--- src/rtl/decode_pkg.sv ---
// Shared types for the decode stage: immediate formats, opcode constants and the
// decoded entry that travels from fetch towards execute.
package decode_pkg;

  localparam int XLEN = 64;

  typedef enum logic [2:0] {FMT_NONE, FMT_U, FMT_B, FMT_J, FMT_IS} imm_fmt_t;

  localparam logic [6:0] OP_LUI     = 7'b0110111;
  localparam logic [6:0] OP_AUIPC   = 7'b0010111;
  localparam logic [6:0] OP_BRANCH  = 7'b1100011;
  localparam logic [6:0] OP_JAL     = 7'b1101111;
  localparam logic [6:0] OP_LOAD    = 7'b0000011;
  localparam logic [6:0] OP_OPIMM   = 7'b0010011;
  localparam logic [6:0] OP_OPIMM32 = 7'b0011011;
  localparam logic [6:0] OP_JALR    = 7'b1100111;
  localparam logic [6:0] OP_STORE   = 7'b0100011;
  localparam logic [6:0] OP_OP      = 7'b0110011;
  localparam logic [6:0] OP_OP32    = 7'b0111011;
  localparam logic [6:0] OP_SYSTEM  = 7'b1110011;
  localparam logic [6:0] OP_FENCE   = 7'b0001111;

  typedef struct packed {
    logic [31:0]     instr;
    logic [XLEN-1:0] pc;
    logic [XLEN-1:0] imm;
    imm_fmt_t        fmt;
    logic            illegal;
  } dec_entry_t;

  function automatic imm_fmt_t fmt_of(input logic [6:0] op);
    case (op)
      OP_LUI, OP_AUIPC:                        fmt_of = FMT_U;
      OP_BRANCH:                               fmt_of = FMT_B;
      OP_JAL:                                  fmt_of = FMT_J;
      OP_LOAD, OP_OPIMM, OP_OPIMM32, OP_JALR,
      OP_STORE:                                fmt_of = FMT_IS;
      default:                                 fmt_of = FMT_NONE;
    endcase
  endfunction

  function automatic logic known_op(input logic [6:0] op);
    case (op)
      OP_LUI, OP_AUIPC, OP_BRANCH, OP_JAL, OP_LOAD, OP_OPIMM, OP_OPIMM32,
      OP_JALR, OP_STORE, OP_OP, OP_OP32, OP_SYSTEM, OP_FENCE: known_op = 1'b1;
      default:                                                 known_op = 1'b0;
    endcase
  endfunction

endpackage

--- src/rtl/decode_ctrl_if.sv ---
// Fetch/execute-facing bundle of the decode stage; slave is the decoder side.
interface decode_ctrl_if
  import decode_pkg::*;
#(
  parameter int CNT_W = 32
);
  logic             if_valid;
  logic [31:0]      if_instr;
  logic [XLEN-1:0]  if_pc;
  logic             if_ready;
  logic             ex_ready;
  logic             flush;
  logic             id_valid;
  logic [31:0]      id_instr;
  logic [XLEN-1:0]  id_pc;
  logic [XLEN-1:0]  id_imm;
  imm_fmt_t         id_imm_fmt;
  logic             id_illegal;
  logic [CNT_W-1:0] cnt_decoded;
  logic [CNT_W-1:0] cnt_stall;

  modport slave (
    input  if_valid, if_instr, if_pc, ex_ready, flush,
    output if_ready, id_valid, id_instr, id_pc, id_imm, id_imm_fmt, id_illegal,
           cnt_decoded, cnt_stall
  );

  modport master (
    output if_valid, if_instr, if_pc, ex_ready, flush,
    input  if_ready, id_valid, id_instr, id_pc, id_imm, id_imm_fmt, id_illegal,
           cnt_decoded, cnt_stall
  );
endinterface

--- src/rtl/decode_sext.sv ---
// Immediate sign-extender shared by the decode path; output is meaningless for FMT_NONE.
module decode_sext
  import decode_pkg::*;
(
  input  logic [31:7]     i_instr,
  input  imm_fmt_t        i_mode,
  input  logic            i_store,
  output logic [XLEN-1:0] o_imm
);
  always_comb begin
    o_imm = '0;
    case (i_mode)
      FMT_U:  o_imm = {{(XLEN-32){i_instr[31]}}, i_instr[31:12], 12'b0};
      FMT_B:  o_imm = {{(XLEN-13){i_instr[31]}}, i_instr[31], i_instr[7],
                       i_instr[30:25], i_instr[11:8], 1'b0};
      FMT_J:  o_imm = {{(XLEN-21){i_instr[31]}}, i_instr[31], i_instr[19:12],
                       i_instr[20], i_instr[30:21], 1'b0};
      FMT_IS: o_imm = i_store ? {{(XLEN-12){i_instr[31]}}, i_instr[31:25], i_instr[11:7]}
                              : {{(XLEN-12){i_instr[31]}}, i_instr[31:20]};
      default: o_imm = '0;
    endcase
  end
endmodule

--- src/rtl/decode_skid.sv ---
// Two-entry valid/ready skid buffer (OUT + SKID); ready is registered so it never
// depends combinationally on the downstream ready.
module decode_skid
  import decode_pkg::*;
(
  input  logic       clk,
  input  logic       reset,
  input  logic       i_flush,
  input  logic       i_valid,
  input  dec_entry_t i_data,
  output logic       o_ready,
  output logic       o_valid,
  output dec_entry_t o_data,
  input  logic       i_ready
);
  logic       r_out_valid;
  logic       r_skid_valid;
  logic       r_ready;
  dec_entry_t r_out;
  dec_entry_t r_skid;
  logic       w_accept;
  logic       w_take;

  assign w_accept = i_valid & r_ready;
  assign w_take   = r_out_valid & i_ready;

  always_ff @(posedge clk) begin
    if (reset) begin
      r_out_valid  <= 1'b0;
      r_skid_valid <= 1'b0;
      r_ready      <= 1'b1;
      r_out        <= '0;
      r_skid       <= '0;
    end else if (i_flush) begin
      r_out_valid  <= 1'b0;
      r_skid_valid <= 1'b0;
      r_ready      <= 1'b1;
    end else if (!r_out_valid || w_take) begin
      if (r_skid_valid) begin
        r_out        <= r_skid;
        r_out_valid  <= 1'b1;
        r_skid_valid <= w_accept;
        r_ready      <= !w_accept;
        if (w_accept) r_skid <= i_data;
      end else begin
        r_out_valid <= w_accept;
        r_ready     <= 1'b1;
        if (w_accept) r_out <= i_data;
      end
    end else if (w_accept) begin
      // OUT is stalled: park the new word behind it
      r_skid       <= i_data;
      r_skid_valid <= 1'b1;
      r_ready      <= 1'b0;
    end
  end

  assign o_ready = r_ready;
  assign o_valid = r_out_valid;
  assign o_data  = r_out;
endmodule

--- src/rtl/decode_ctrl.sv ---
// Decode-stage sequencer: classifies the incoming opcode, extends the immediate and
// hands decoded entries to EX through a skid buffer, with handshake counters.
module decode_ctrl
  import decode_pkg::*;
#(
  parameter int CNT_W = 32
)(
  input  logic                clk,
  input  logic                reset,
  decode_ctrl_if.slave        bus
);
  logic [6:0]       w_op;
  imm_fmt_t         w_fmt;
  logic [XLEN-1:0]  w_sext_imm;
  dec_entry_t       w_in;
  dec_entry_t       w_out;
  logic             w_out_valid;
  logic             w_ready;
  logic [CNT_W-1:0] r_cnt_decoded;
  logic [CNT_W-1:0] r_cnt_stall;

  assign w_op  = bus.if_instr[6:0];
  assign w_fmt = fmt_of(w_op);

  decode_sext u_sext (
    .i_instr (bus.if_instr[31:7]),
    .i_mode  (w_fmt),
    .i_store (w_op == OP_STORE),
    .o_imm   (w_sext_imm)
  );

  always_comb begin
    w_in.instr   = bus.if_instr;
    w_in.pc      = bus.if_pc;
    w_in.fmt     = w_fmt;
    w_in.illegal = !known_op(w_op);
    w_in.imm     = (w_fmt == FMT_NONE) ? '0 : w_sext_imm;
  end

  decode_skid u_skid (
    .clk     (clk),
    .reset   (reset),
    .i_flush (bus.flush),
    .i_valid (bus.if_valid),
    .i_data  (w_in),
    .o_ready (w_ready),
    .o_valid (w_out_valid),
    .o_data  (w_out),
    .i_ready (bus.ex_ready)
  );

  // a take in a flush cycle still counts, so counters ignore flush
  always_ff @(posedge clk) begin
    if (reset) begin
      r_cnt_decoded <= '0;
      r_cnt_stall   <= '0;
    end else begin
      if (w_out_valid && bus.ex_ready)  r_cnt_decoded <= r_cnt_decoded + 1'b1;
      if (w_out_valid && !bus.ex_ready) r_cnt_stall   <= r_cnt_stall + 1'b1;
    end
  end

  assign bus.if_ready    = w_ready;
  assign bus.id_valid    = w_out_valid;
  assign bus.id_instr    = w_out.instr;
  assign bus.id_pc       = w_out.pc;
  assign bus.id_imm      = w_out.imm;
  assign bus.id_imm_fmt  = w_out.fmt;
  assign bus.id_illegal  = w_out.illegal;
  assign bus.cnt_decoded = r_cnt_decoded;
  assign bus.cnt_stall   = r_cnt_stall;
endmodule

--- src/flat_wrapper.sv ---
// flat-port wrapper written by rule: the top's interface ports become plain ports
module decode_ctrl_flat import decode_pkg::*;
#(
  parameter int CNT_W = 32
)
  (clk, reset, bus_if_valid, bus_if_instr, bus_if_pc, bus_ex_ready, bus_flush, bus_if_ready, bus_id_valid, bus_id_instr, bus_id_pc, bus_id_imm, bus_id_imm_fmt, bus_id_illegal, bus_cnt_decoded, bus_cnt_stall);
  decode_ctrl_if #(.CNT_W(CNT_W)) bus_i ();
  input  logic clk;
  input  logic reset;
  input wire logic [$bits(bus_i.if_valid)-1:0] bus_if_valid;
  input wire logic [$bits(bus_i.if_instr)-1:0] bus_if_instr;
  input wire logic [$bits(bus_i.if_pc)-1:0] bus_if_pc;
  input wire logic [$bits(bus_i.ex_ready)-1:0] bus_ex_ready;
  input wire logic [$bits(bus_i.flush)-1:0] bus_flush;
  output wire logic [$bits(bus_i.if_ready)-1:0] bus_if_ready;
  output wire logic [$bits(bus_i.id_valid)-1:0] bus_id_valid;
  output wire logic [$bits(bus_i.id_instr)-1:0] bus_id_instr;
  output wire logic [$bits(bus_i.id_pc)-1:0] bus_id_pc;
  output wire logic [$bits(bus_i.id_imm)-1:0] bus_id_imm;
  output wire logic [$bits(bus_i.id_imm_fmt)-1:0] bus_id_imm_fmt;
  output wire logic [$bits(bus_i.id_illegal)-1:0] bus_id_illegal;
  output wire logic [$bits(bus_i.cnt_decoded)-1:0] bus_cnt_decoded;
  output wire logic [$bits(bus_i.cnt_stall)-1:0] bus_cnt_stall;
  assign bus_i.if_valid = bus_if_valid;
  assign bus_i.if_instr = bus_if_instr;
  assign bus_i.if_pc = bus_if_pc;
  assign bus_i.ex_ready = bus_ex_ready;
  assign bus_i.flush = bus_flush;
  assign bus_if_ready = bus_i.if_ready;
  assign bus_id_valid = bus_i.id_valid;
  assign bus_id_instr = bus_i.id_instr;
  assign bus_id_pc = bus_i.id_pc;
  assign bus_id_imm = bus_i.id_imm;
  assign bus_id_imm_fmt = bus_i.id_imm_fmt;
  assign bus_id_illegal = bus_i.id_illegal;
  assign bus_cnt_decoded = bus_i.cnt_decoded;
  assign bus_cnt_stall = bus_i.cnt_stall;
  decode_ctrl #(.CNT_W(CNT_W)) u_core (.clk(clk), .reset(reset), .bus(bus_i));
endmodule
--- config.mk ---
export PLATFORM = sky130hd
export DESIGN_NAME = decode_ctrl_flat
export DESIGN_NICKNAME = d
export VERILOG_FILES = /design/src/rtl/decode_pkg.sv /design/src/rtl/decode_ctrl_if.sv /design/src/rtl/decode_sext.sv /design/src/rtl/decode_skid.sv /design/src/rtl/decode_ctrl.sv /design/src/flat_wrapper.sv
export SDC_FILE = /design/constraint.sdc
export NUM_CORES = 1
export LEC_CHECK = 0
export CAP_MARGIN = 25
export CORE_ASPECT_RATIO = 1.4
export CORE_MARGIN = 2
export CORE_UTILIZATION = 50
export DETAILED_ROUTE_END_ITERATION = 8
export HOLD_SLACK_MARGIN = 0.12
export PLACE_DENSITY_LB_ADDON = 0.2
export SYNTH_ARGS = -nofsm -noshare
export SYNTH_HDL_FRONTEND = slang
export SYNTH_HIERARCHICAL = 1
export SYNTH_SLANG_ARGS = --single-unit
--- constraint.sdc ---
create_clock -name clk -period 8.58 [get_ports clk]
set_input_delay 0.858 -clock clk [delete_from_list [all_inputs] [get_ports clk]]
set_output_delay 0.858 -clock clk [all_outputs]
set_load 0.01 [all_outputs]
# ---- Word-level counts from Yosys, hierarchy flattened
# Cells that the tools add are included.
dict set report totals {
  regBits 395
  inputBits 101
  output_inout_bits 230
  word_cells 71
}
dict set report classes {
  reduce_logical 16
  addsub 2
  n_eq_ne 18
  muxes 17
  bitwise_logic 3
}
# operator n
set ops {}
lappend ops {{164-bit 2-to-1 mux} 5}
lappend ops {{64-bit case mux with 4 select lines} 1}
lappend ops {{32-bit by 1-bit adder with 32-bit output (second input constant)} 2}
lappend ops {{64-bit 2-to-1 mux} 1}
lappend ops {{7-bit by 6-bit equality test with 1-bit output (second input constant)} 4}
lappend ops {{7-bit equality test (second input constant)} 4}
lappend ops {{7-bit by 5-bit equality test with 1-bit output (second input constant)} 3}
lappend ops {{13-bit OR reduction} 1}
lappend ops {{3-bit case mux with 4 select lines} 1}
lappend ops {{1-bit 2-to-1 mux} 8}
lappend ops {{7-bit by 2-bit equality test with 1-bit output (second input constant)} 1}
lappend ops {{7-bit by 4-bit equality test with 1-bit output (second input constant)} 1}
lappend ops {{3-bit by 2-bit equality test with 1-bit output (second input constant)} 2}
lappend ops {{5-bit 2-to-1 mux} 1}
lappend ops {{5-bit OR reduction} 1}
lappend ops {{1-bit zero test} 4}
lappend ops {{2-bit nonzero test} 2}
lappend ops {{2-bit OR reduction} 2}
lappend ops {{3-bit by 1-bit equality test with 1-bit output (second input constant)} 1}
lappend ops {{3-bit equality test (second input constant)} 1}
lappend ops {{3-bit zero test} 1}
lappend ops {{3-bit AND reduction} 1}
lappend ops {{1-bit bitwise AND} 2}
lappend ops {{1-bit logical AND} 2}
lappend ops {{4 further kinds} 4}

# ---- Logic depth before layout (Yosys ltp)
dict set report depth {
  word_depth 9
  depth_mapped 13
  depth_no_buf 11
}

# ---- By module
# The synthesis kept the hierarchy.
# module n_inst area_per_inst_um2 cells_per_inst seq_area_each_um2
set modules_own_cells {}
lappend modules_own_cells {decode_skid 1 16047.9 1657 6626.4}
lappend modules_own_cells {decode_ctrl 1 3604.7 453 1281.2}
lappend modules_own_cells {decode_sext 1 762.0 122 0.0}

# ---- Least setup slack after synthesis
# No wires, ideal clock.
dict set report synth_path {
  path_kind {input port to flip-flop}
  start {in bus_if_instr[2]}
  end {reg u_core.u_skid.r_out (netlist bit u_core/u_skid/o_data[67])}
  t_arrival_ns 3.517
  setup_slack_ns 4.929
  path_buffers 3
  cell_stages 12
  required_ns 8.446
  path_cell_list {clkbuf_1 > inv_1 > or3_1 > a21oi_1 > clkbuf_1 > nor2_1 > o21a_1 > buf_4 > and2_1 > mux2_2 > nor4_1 > a211oi_1}
}
# element line
set synth_lines {}
lappend synth_lines {{start, declared} flat_wrapper.sv:11} ;# input wire logic [$bits(bus_i.if_instr)-1:0] bus_if_instr;
lappend synth_lines {{end signal, assigned} decode_skid.sv:40} ;# r_out <= r_skid;
lappend synth_lines {{end signal, assigned} decode_skid.sv:48} ;# if (w_accept) r_out <= i_data;
lappend synth_lines {{end, declared} decode_skid.sv:19} ;# dec_entry_t r_out;

==> results.cfg <==
[synthesis]
synth_edf_count = 0
yosysWarnings = 6
synth_cells = 2232
synth_top_family_by_area = simple AND/OR/NAND/NOR gates
synthFlopType = dfxtp_1
synth.area.mux_share_pct = 17.39
synthDistinctLibCells = 48
synth_xor_area_share_pct = 0.9439
async_flop_share_pct = 0
synth_compound_area_share_pct = 10.36
synth-simple-area-share_pct = 22.93
synthAdderAreaFrac_pct = 0.1716
syn-cell-area_sq_um = 20410
syn_nets = 2335
ys_seq_elements = 395
syn_avg_cell_area_sq_um = 9.146
ys_seq_area_share_pct = 38.73

[timing]
worst_pin_slew_ns = 1.058
clock_skew_ns = 0.01875
fin_crit_ns = 3.923
rsz0062_at_grt = no
timing.setup.tns_ns = 0
finalHoldViolations = 0
finalCritPeriodShare_pct = 45.72
slew_violations = 0
worst_hold_slack_ns = 0.4551
timing.fmax_mhz = 254.9
max_slew_margin_pct = 29.47
worst_slack_ns = 4.657
setup_viol = 0

[floorplanning]
core_area_sq_um = 40280
fp.dieArea_sq_um = 42480
start_util_pct = 50.69
dieWidth_microns = 174.8
rows = 87
pin_count = 331
die_h_microns = 243.1

[setup_path]
worstSetupPathType = input port to flip-flop
cp.arrival_ns = 4.39
crit_required_ns = 9.05
cpMostUsedCell = nor2b_1
endpoint_kind = flip-flop
worstSetupStartpointType = input port
reg2reg_from = u_core/u_skid/o_valid
worstPathMaxFanout = 22
worstReg2RegEnd = u_core/u_skid/o_data[47]
ff2ff_setup_slack_ns = 5.21
slowest_delay_ns = 0.86
crit_slowest_cell = a211oi_4
cp_cell_sequence = clkdlybuf4s50_1, nor2b_1, nand3_1, a211oi_4, nor2b_1, a21oi_1, o21ai_0, and2_1, mux2_2, nor4_1, a211oi_1
r2r_cells = 5

[detailed_routing]
wirelength_microns = 55520
drt_pre_antenna_iters = 6
routedWlPerCell_microns = 18.81
drt_iter0_drc = 1024
drc = 0
vias = 16800
viasPerCell = 5.692
antenna_left = 0

[clock_tree]
insertion_delay_ns = 0.55
postCtsResizedCells = 0
cts_tree = done
clk_path_buf_depth = 3
htreeDepth = 2
post_cts_buffers = 0
cts-root-buf = clkbuf_16
path_clk_slew_ns = 0.06
cts_hold_buf = 0
clock-sinks = 395
cts-buffers-inserted = 42

[global_route]
grt_pass1_wl_microns = 88720
track_usage_pct = 25.05
grt_max_degree = 298
overflow = 0
antenna_found_initial = 2
grt_pass1_vias = 16810

[place]
place.gp.congestion = 0.8088
portBuffers = 330
placed_area_sq_um = 23360
pre_cts_ws_ns = 4.157
hpwl_microns = 32950
dp_cells = 2876

[cells_and_area]
diodes = 0
fin_util_pct = 61.48
instances_no_fill = 2952
nets = 2490
syn2layout_area_growth_pct = 21.29
drive_gt1_share_pct = 11.25
final_area_sq_um = 24760

[min_path]
hp-class = flip-flop to flip-flop
holdPathEnd = u_core/u_skid/o_data[162]
hold_path_depth = 2
holdCritStartpoint = u_core/u_skid/o_data[162]

[status]
status = finished clean

[power]
power.density_nw_per_um2 = 172.0
p_total_mw = 4.259
leakagePower_nw = 8.066
vdd_drop_max_mv = 0.1186

[flow_run]
maxCapViolCount = 0
-- critical path, delay by kind of cell --
family	cells	cell delay, ns
compound gates	4	1.44
buf+inv	1	0.58
mux	1	0.15
simple gates	5	1.34
-- flip-flops by register name (all words and copies together) (netlist names) --
register                    count
u_core/bus.cnt_decoded         32
u_core/u_skid/o_valid           1
u_core/u_skid/o_data          164
u_core/bus.cnt_stall           32
u_core/u_skid/r_skid          164
u_core/u_skid/r_skid_valid      1
u_core/u_skid/o_ready           1
-- layout make-up --
type	instances	area, sq um
clock buffer	62	1237
clock inverter	13	146.4
fill	3448	15510
inverter	173	649.4
multi-input combinational	1427	10630
sequential	395	7911
tap	534	668.1
timing repair buffer	348	3515
-- logic make-up after synthesis --
kind of cell | Yosys count
flops | 395
simple gates | 764
fa+ha+maj | 3
compound gates | 304
buf+inv | 410
mux | 334
xor+xnor | 22
-- worst max-delay path by stage --
stage,from,end,cells after the start
after floorplan,bus_if_instr[2],u_core/u_skid/o_data[67],12
after detailed placement,bus_if_instr[3],u_core/u_skid/o_data[52],11
after global routing,bus_if_instr[3],u_core/u_skid/o_data[23],11
final,bus_if_instr[5],u_core/u_skid/o_data[34],11
after global placement,bus_if_instr[5],u_core/u_skid/o_data[46],12
after CTS,bus_if_instr[5],u_core/u_skid/o_data[67],11
-- cell usage in the layout, fill, tap and decap left out, types with 21 or more instances in the layout --
cell / n
a211oi_1: 154
a21oi_1: 65
and2_1: 68
clkbuf_16: 43
clkdlybuf4s50_1: 328
dfxtp_1: 394
inv_1: 173
mux2_2: 165
mux2i_1: 169
nand2_1: 35
nand2b_1: 333
nand3_1: 25
nand4_1: 21
nor2_1: 29
nor4_1: 169
o21ai_0: 23
o31ai_1: 32
or4_1: 34
-- cells in the mapped netlist, types with 8 or more instances --
| master | instances | area [sq um] |
|---|---|---|
| nand3_1 | 25 | 125.1 |
| o21ai_0 | 23 | 115.1 |
| a21oi_1 | 67 | 335.3 |
| xor2_1 | 13 | 113.9 |
| a211oi_2 | 11 | 137.6 |
| nor2b_1 | 13 | 81.33 |
| clkbuf_1 | 116 | 435.4 |
| nand2b_1 | 333 | 2083 |
| and4_1 | 8 | 70.07 |
| o31ai_1 | 32 | 240.2 |
| inv_1 | 173 | 649.4 |
| buf_4 | 48 | 360.4 |
| mux2i_1 | 169 | 1692 |
| nand4_1 | 21 | 131.4 |
| nand2_1 | 35 | 131.4 |
| buf_6 | 20 | 225.2 |
| mux2_2 | 165 | 1858 |
| or3_1 | 13 | 81.33 |
| a211oi_1 | 156 | 1171 |
| buf_2 | 50 | 250.2 |
| xnor2_1 | 9 | 78.83 |
| nor2_1 | 29 | 108.9 |
| or4_1 | 34 | 255.2 |
| and2_1 | 68 | 425.4 |
| dfxtp_1 | 395 | 7908 |
| nor4_1 | 169 | 1057 |
-- metal layers --
layer  global-route usage [%]  share of wire, %  vias to the layer above  wire length (microns)
li1                         -                 -                     8104                      -
met1                    30.43                43                     8162                  23770
met2                    43.41                48                      435                  26720
met3                    5.890               6.1                       97                   3367
met4                    8.211               3.0                        4                   1644
met5                        0             0.043                        -                     24
-- power by group --
part / leakage [nW] / total (mW) / switching [mW] / internal, mW
Combinational: 4.17 / 0.483 / 0.243 / 0.240
Sequential: 3.21 / 1.93 / 0.0360 / 1.89
Clock: 0.685 / 1.85 / 0.760 / 1.09
Total: 8.07 / 4.26 / 1.04 / 3.22
Note: power is estimated with default switching activity, not from simulation.
